`src/rtl/keccak_pkg.sv`:
```
// Shared Keccak types and rate constants for the sponge pipeline.
package keccak_pkg;

   // Lane width of the standard Keccak-f[1600] permutation.
   localparam int LANE_W = 64;

   typedef logic [LANE_W-1:0] lane_t;
   // Indexed [x][y], matching the round core lane layout.
   typedef lane_t [4:0][4:0]  state_t;

   // Rate in lanes for each supported variant.
   localparam int RATE_SHA3_224 = 18;
   localparam int RATE_SHA3_256 = 17;
   localparam int RATE_SHA3_384 = 13;
   localparam int RATE_SHA3_512 = 9;
   localparam int RATE_SHAKE128 = 21;
   localparam int RATE_SHAKE256 = 17;

   // Default width of the byte-length field.
   localparam int LEN_W_DEF = 16;

endpackage

```
`src/rtl/keccak_squeeze.sv`:
```
// Squeeze stage: captures the rate part of a permuted state and streams it
// out one lane per beat, requesting further permutations for long outputs.
module keccak_squeeze
   import keccak_pkg::*;
#(
   parameter int w          = LANE_W,
   parameter int RATE_LANES = RATE_SHAKE256,
   parameter int LEN_W      = LEN_W_DEF
) (
   input  logic                     clk,
   input  logic                     reset,
   input  logic                     cmd_valid,
   output logic                     cmd_ready,
   input  logic [LEN_W-1:0]         cmd_bytes,
   input  logic                     s_valid,
   output logic                     s_ready,
   input  logic [4:0][4:0][w-1:0]   s_state,
   output logic                     perm_req,
   output logic                     m_valid,
   input  logic                     m_ready,
   output logic [w-1:0]             m_data,
   output logic [w/8-1:0]           m_keep,
   output logic                     m_last,
   output logic                     done
);

   localparam int BYTES = w / 8;
   localparam int KW    = (RATE_LANES > 1) ? $clog2(RATE_LANES) : 1;

   typedef enum logic [1:0] {
      S_IDLE,
      S_WAIT_S,
      S_DRAIN,
      S_REQ
   } sq_state_e;

   sq_state_e                      state_q, state_d;
   logic [LEN_W-1:0]               rem_q, rem_d;
   logic [KW-1:0]                  k_q, k_d;
   logic [RATE_LANES-1:0][w-1:0]   rate_q, rate_d;
   logic                           done_q, done_d;

   logic                           drain;
   logic                           beat_last;
   logic                           xfer;

   // Capacity lanes are never emitted; fold them so they are visibly consumed.
   logic                           unused_state;
   assign unused_state = ^s_state;

   assign drain     = (state_q == S_DRAIN);
   // rem is taken before the beat, so a beat is last when it covers the rest.
   assign beat_last = (rem_q <= LEN_W'(BYTES));
   assign xfer      = drain && m_ready;

   // State, counters and the captured rate block.
   always_ff @(posedge clk) begin
      if (reset) begin
         state_q <= S_IDLE;
         rem_q   <= '0;
         k_q     <= '0;
         rate_q  <= '0;
         done_q  <= 1'b0;
      end else begin
         state_q <= state_d;
         rem_q   <= rem_d;
         k_q     <= k_d;
         rate_q  <= rate_d;
         done_q  <= done_d;
      end
   end

   // Next-state logic: command accept, state capture, beat accounting.
   always_comb begin
      state_d = state_q;
      rem_d   = rem_q;
      k_d     = k_q;
      rate_d  = rate_q;
      done_d  = 1'b0;

      unique case (state_q)
         S_IDLE: begin
            if (cmd_valid) begin
               if (cmd_bytes == '0) begin
                  // Empty request completes immediately, no state handshake.
                  done_d = 1'b1;
               end else begin
                  rem_d   = cmd_bytes;
                  k_d     = '0;
                  state_d = S_WAIT_S;
               end
            end
         end

         S_WAIT_S: begin
            if (s_valid) begin
               // Rate lane k sits at x = k%5, y = k/5.
               for (int i = 0; i < RATE_LANES; i++) begin
                  rate_d[i] = s_state[i % 5][i / 5];
               end
               k_d     = '0;
               state_d = S_DRAIN;
            end
         end

         S_DRAIN: begin
            if (m_ready) begin
               if (beat_last) begin
                  // Covers the exact-fit case on the final rate lane too.
                  rem_d   = '0;
                  done_d  = 1'b1;
                  state_d = S_IDLE;
               end else begin
                  rem_d = rem_q - LEN_W'(BYTES);
                  if (k_q == KW'(RATE_LANES - 1)) begin
                     k_d     = '0;
                     state_d = S_REQ;
                  end else begin
                     k_d = k_q + 1'b1;
                  end
               end
            end
         end

         S_REQ: begin
            // Single cycle here gives a one-cycle perm_req pulse.
            state_d = S_WAIT_S;
         end

         default: state_d = S_IDLE;
      endcase
   end

   // Byte enables: byte b valid while more than b bytes remain.
   always_comb begin
      m_keep = '0;
      for (int b = 0; b < BYTES; b++) begin
         m_keep[b] = drain && (rem_q > LEN_W'(b));
      end
   end

   assign cmd_ready = (state_q == S_IDLE);
   assign s_ready   = (state_q == S_WAIT_S);
   assign perm_req  = (state_q == S_REQ);
   assign m_valid   = drain;
   assign m_data    = drain ? rate_q[k_q] : '0;
   assign m_last    = drain && beat_last;
   assign done      = done_q;

   // xfer is the beat handshake; kept as a named term for readability.
   logic unused_xfer;
   assign unused_xfer = xfer;

endmodule
```
`config.mk`:
```
export PLATFORM = sky130hd
export DESIGN_NAME = keccak_squeeze
export DESIGN_NICKNAME = d
export VERILOG_FILES = /design/src/rtl/keccak_pkg.sv /design/src/rtl/keccak_squeeze.sv
export SDC_FILE = /design/constraint.sdc
export NUM_CORES = 2
export LEC_CHECK = 0
export CAP_MARGIN = 30
export CORE_AREA = 2 2 655 657
export DETAILED_ROUTE_END_ITERATION = 7
export DIE_AREA = 0 0 657 659
export PLACE_DENSITY = 0.3
export SLEW_MARGIN = 20
export SYNTH_ARGS = -nofsm -noshare
export SYNTH_HDL_FRONTEND = slang
export SYNTH_SLANG_ARGS = --single-unit
```
`constraint.sdc`:
```
create_clock -name clk -period 7.8 [get_ports clk]
set_input_delay 1.56 -clock clk [delete_from_list [all_inputs] [get_ports clk]]
set_output_delay 1.56 -clock clk [all_outputs]
set_load 0.02 [all_outputs]
```
# Word level (Yosys, flattened, before mapping)
# Index checks and enable logic that the tools add are counted.
# Widths: inputs -> output; s select.
dict set report op_classes {
  n_reduce_logical 17
  n_eq_ne 10
  magnitude_cmp 10
  add_sub_neg 2
  muxes 27
}
# cell n
set ops {}
lappend ops {{$bmux 64 s5} 1}
lappend ops {{$mux 64} 2}
lappend ops {{$gt 16x3->1 const B} 4}
lappend ops {{$mux 16} 4}
lappend ops {{$gt 16x1->1 const B} 2}
lappend ops {{$gt 16x2->1 const B} 2}
lappend ops {{$pmux 16 s2} 1}
lappend ops {{$mux 5} 6}
lappend ops {{$le 16x4->1 const B} 1}
lappend ops {{$logic_not 16->1} 1}
lappend ops {{$sub 16x4->16 const B} 1}
lappend ops {{$pmux 5 s3} 1}
lappend ops {{$mux 2} 6}
lappend ops {{$ne 2x2->1 const B} 5}
lappend ops {{$logic_and 1x1->1} 9}
lappend ops {{$pmux 2 s4} 1}
lappend ops {{$lt 5x6->1 const B} 1}
lappend ops {{$reduce_and 6->1} 1}
lappend ops {{$add 5x1->5 const B} 1}
lappend ops {{$eq 5x5->1 const B} 1}
lappend ops {{$reduce_and 5->1} 1}
lappend ops {{$eq 2x2->1 const B} 2}
lappend ops {{$mux 1} 4}
lappend ops {{$reduce_and 4->1} 1}
lappend ops {{other kinds (7)} 7}
dict set report totals {
  input_bits 1621
  ff_bits 1112
  output_inout_bits 78
  elab_cells 87
}

# Logic depth before layout (Yosys ltp)
dict set report logic_depth {
  ltp_word 5
  mapped_depth 11
  ltp_nobuf 8
}

# Worst setup path before layout
# No wires, ideal clock.
dict set report synth_timing {
  kind {register to output}
  from {register k_q[0]}
  to {output m_data[54]}
  required_ns 6.240
  path_buffers 4
  path_stages_with_launch 8
  arrival_ns 2.200
  slack_ns 4.040
  cell_sequence {dfxtp_1 > buf_2 > buf_2 > buf_2 > nor3_1 > clkbuf_1 > a21oi_1 > nor2_1}
}
dict set report synth_between {
  elab_chain_cells 3
}
# item line_no
set synth_rtl {}
lappend synth_rtl {{start, declared} keccak_squeeze.sv:39} ;# logic [KW-1:0] k_q, k_d;
lappend synth_rtl {{start signal, assigned} keccak_squeeze.sv:67} ;# k_q <= k_d;
lappend synth_rtl {{$bmux 64 s5} keccak_squeeze.sv:146} ;# assign m_data = drain ? rate_q[k_q] : '0;
lappend synth_rtl {{$mux 64 (not written as such)} keccak_squeeze.sv:146}
lappend synth_rtl {{$mux 64} keccak_squeeze.sv:146}
lappend synth_rtl {{end, declared} keccak_squeeze.sv:21} ;# output logic [w-1:0] m_data,
# No other way between the ends. The select of a mux whose other input is x is not followed.

# Final worst setup path
dict set report layout_timing {
  from {register k_q[0]}
  to {output m_data[13]}
}
# The elaborated chain is that of the path after synthesis.

==> results.py <==
metrics = {
    "run_status": {
        "status": "finished clean",
    },
    "floorplanning": {
        "die_y_um": 659,
        "start_util_pct": 11.0,
        "coreArea_um2": 426000,
        "ioPinCount": 1699,
        "die-area_um2": 433000,
        "row_count": 240,
        "die_w_um": 657,
    },
    "logic_synthesis": {
        "yosysWarningCount": 0,
        "synth_area_um2": 46900,
        "syn_inst": 5618,
        "synth_edf_count": 0,
        "synthesis.nets": 7247,
        "ys_types": 49,
        "ys_ff_latch": 1112,
        "synth.avg_cell_area_um2": 8.34,
        "ys_seq_area_share_pct": 47.5,
        "async_flop_share_pct": 0,
        "synth_top_flop_cell": "dfxtp_1",
    },
    "clock_tree": {
        "post-cts-setup-buffer-count": 0,
        "clkTransAtPathRegs_ns": 0.05,
        "h-tree-depth": 4,
        "cts-root-buf": "clkbuf_16",
        "cts_resized": 0,
        "cts_made_buffers": 162,
        "hold_buffers": 0,
        "clk_latency_ns": 0.87,
        "clock_path_buffers": 4,
        "cts_num_sinks": 1112,
        "tritoncts": "yes",
    },
    "route": {
        "routed_wl_um": 302000,
        "routed_via_density": 3.63,
        "first_pass_iters": 7,
        "routedWlPerCell_um": 24.2,
        "ant_nets": 0,
        "via_count": 45500,
        "drt_iter0_drc": 2904,
        "drcViolationCount": 0,
    },
    "placed_design": {
        "gp_congestion": 0.795,
        "dp_cells": 12100,
        "port_buffers": 1186,
        "dp_hpwl_um": 236000,
    },
    "critical_path": {
        "cp.arrival_ns": 5.24,
        "critical_path_class": "flip-flop to output port",
        "worstPathMaxFanout": 54,
        "cp_data_required_time_ns": 6.24,
        "r2r_setup_slack_ns": 4.38,
        "end_kind": "output port",
        "start_kind": "flip-flop",
    },
    "sta": {
        "tightest_slew_ns": 1.14,
        "rsz0062_at_grt": "no",
        "fin_skew_ns": 0.0440,
        "finalCritPeriodShare_pct": 87.1,
        "finalSetupTns_ns": 0,
        "clock.fmax_mhz": 147,
        "period_needed_ns": 6.80,
        "setup_violations": 0,
        "timing.slew.headroom_pct": 21.6,
        "holdWs_ns": 0.450,
        "finalMaxSlewViolations": 0,
        "finalHoldViolations": 0,
    },
    "power_and_ir_drop": {
        "power_density_nw_per_um2": 261,
        "power_mw": 18.5,
        "p_leak_nw": 22.4,
        "vdd_ir_drop_max_mv": 0.134,
    },
    "global_routing": {
        "grt_max_degree": 173,
        "grt_use_total_pct": 13.4,
        "grt_pass1_vias": 45600,
        "antenna_found_initial": 320,
        "grt_pass1_wl_um": 400000,
        "overflow": 0,
    },
    "flow_run": {
        "cap_violations": 0,
    },
    "layout": {
        "layout-area-overhead-vs-synth_pct": 51.0,
        "drive_gt1_share_pct": 9.45,
        "stdcell_count": 12500,
        "num-nets-final": 8229,
        "finalCoreUtilization_pct": 16.6,
    },
    "worst_hold_path": {
        "hold_path.class": "flip-flop to flip-flop",
    },
}
## cell usage in the layout, fill, tap and decap left out, types with 5 or more instances in the layout
cell type and n:
nand2_1 2197, clkdlybuf4s50_1 1185, a21oi_1 1164, dfxtp_1 1109
mux4_2 258, clkbuf_16 163, mux2i_1 120, diode_2 101
nor2_1 90, buf_4 75, o22ai_1 64, clkbuf_1 38
clkbuf_8 29, buf_12 27, clkinv_2 21, o21ai_0 16
inv_1 13, bufinv_16 9, inv_6 8, ha_1 8
clkinvlp_4 8, nor4_1 7, nor3_1 7, a22oi_1 7
nand2b_1 6, nand3_1 6, or4_1 5, a211oi_1 5
or3_1 5
## power breakdown
part	switching, mW	internal (mW)	total [mW]	leakage, nW
clock	3.12	4.45	7.56	2.59
combinational	2.49	1.56	4.05	10.8
sequential	0.444	6.44	6.89	9.04
## cell families after synthesis
family,share of synthesized area [%]
compound gates,14.1
fa+ha+maj,0.214
buf+inv,4.01
flops,47.5
mux,15.1
simple gates,19.1
## stage by stage
| step | worst slack (ns) | cell area (um2) |
|---|---|---|
| 2_1_floorplan | 4.04 | 46900 |
| 3_3_place_gp | 1.81 | 65000 |
| 4_1_cts | 0.837 | 70500 |
| 3_5_place_dp | 1.81 | 65200 |
| 6_report | 1.00 | 70800 |
| 5_1_grt | 0.705 | 70600 |
## flip-flops by register name, indices dropped and copies added (netlist names)
name and flops:
rate_q 1088, rem_q 16, k_q 5, state_q 2, done 1
## synth_stat cells (3+ instances only)
cell type	count	share of area, %
a211oi_1	5	0.080
a21oi_1	1164	12
a21oi_2	4	0.075
a22oi_1	7	0.11
a32oi_1	4	0.075
and2_1	4	0.053
buf_1	21	0.17
buf_2	33	0.35
clkbuf_1	416	3.3
dfxtp_1	1112	47
ha_1	8	0.21
inv_1	14	0.11
mux2i_1	124	2.6
mux4_2	258	12
nand2_1	2198	18
nand2b_1	7	0.093
nand3_1	6	0.064
nor2_1	90	0.72
nor2b_1	4	0.053
nor3_1	8	0.085
nor4_1	7	0.093
o21ai_0	16	0.17
o22ai_1	64	0.85
o31ai_1	4	0.064
or2_2	3	0.040
or3_1	5	0.067
or4_1	5	0.080
## worst paths after layout
| check | startpoint | end | depth (start not counted) |
|---|---|---|---|
| setup / recovery | k_q[0] | m_data[13] | 8 |
| hold / removal | rate_q[394] | rate_q[394] | 2 |
| setup reg to reg | rem_q[5] | rem_q[1] | 6 |
| hold reg to reg | rate_q[394] | rate_q[394] | 2 |
## critical path, stage by stage (launching register included)
cell	delay, ns
dfxtp_4	0.90
buf_12	0.51
buf_4	0.44
mux4_2	0.55
mux2i_1	0.76
o22ai_1	0.22
a21oi_1	0.18
nor2_1	0.08
clkdlybuf4s50_1	0.59
## final cells by class
type	count	area [um2]
sequential	1112	22300
fill	48200	355000
antenna	101	253
clock inverter	54	698
clock buffer	230	4620
multi-input combinational	4019	22800
tap	5687	7120
timing repair buffer	1290	13000
inverter	15	63.8
## metal layers
layer | GRT usage [%] | share of wire [%]
met1 | 16.6 | 42
met2 | 21.8 | 45
met3 | 4.49 | 8.1
met4 | 4.20 | 3.6
met5 | 0 | 0.40
Power figures use the tool's default switching activity.
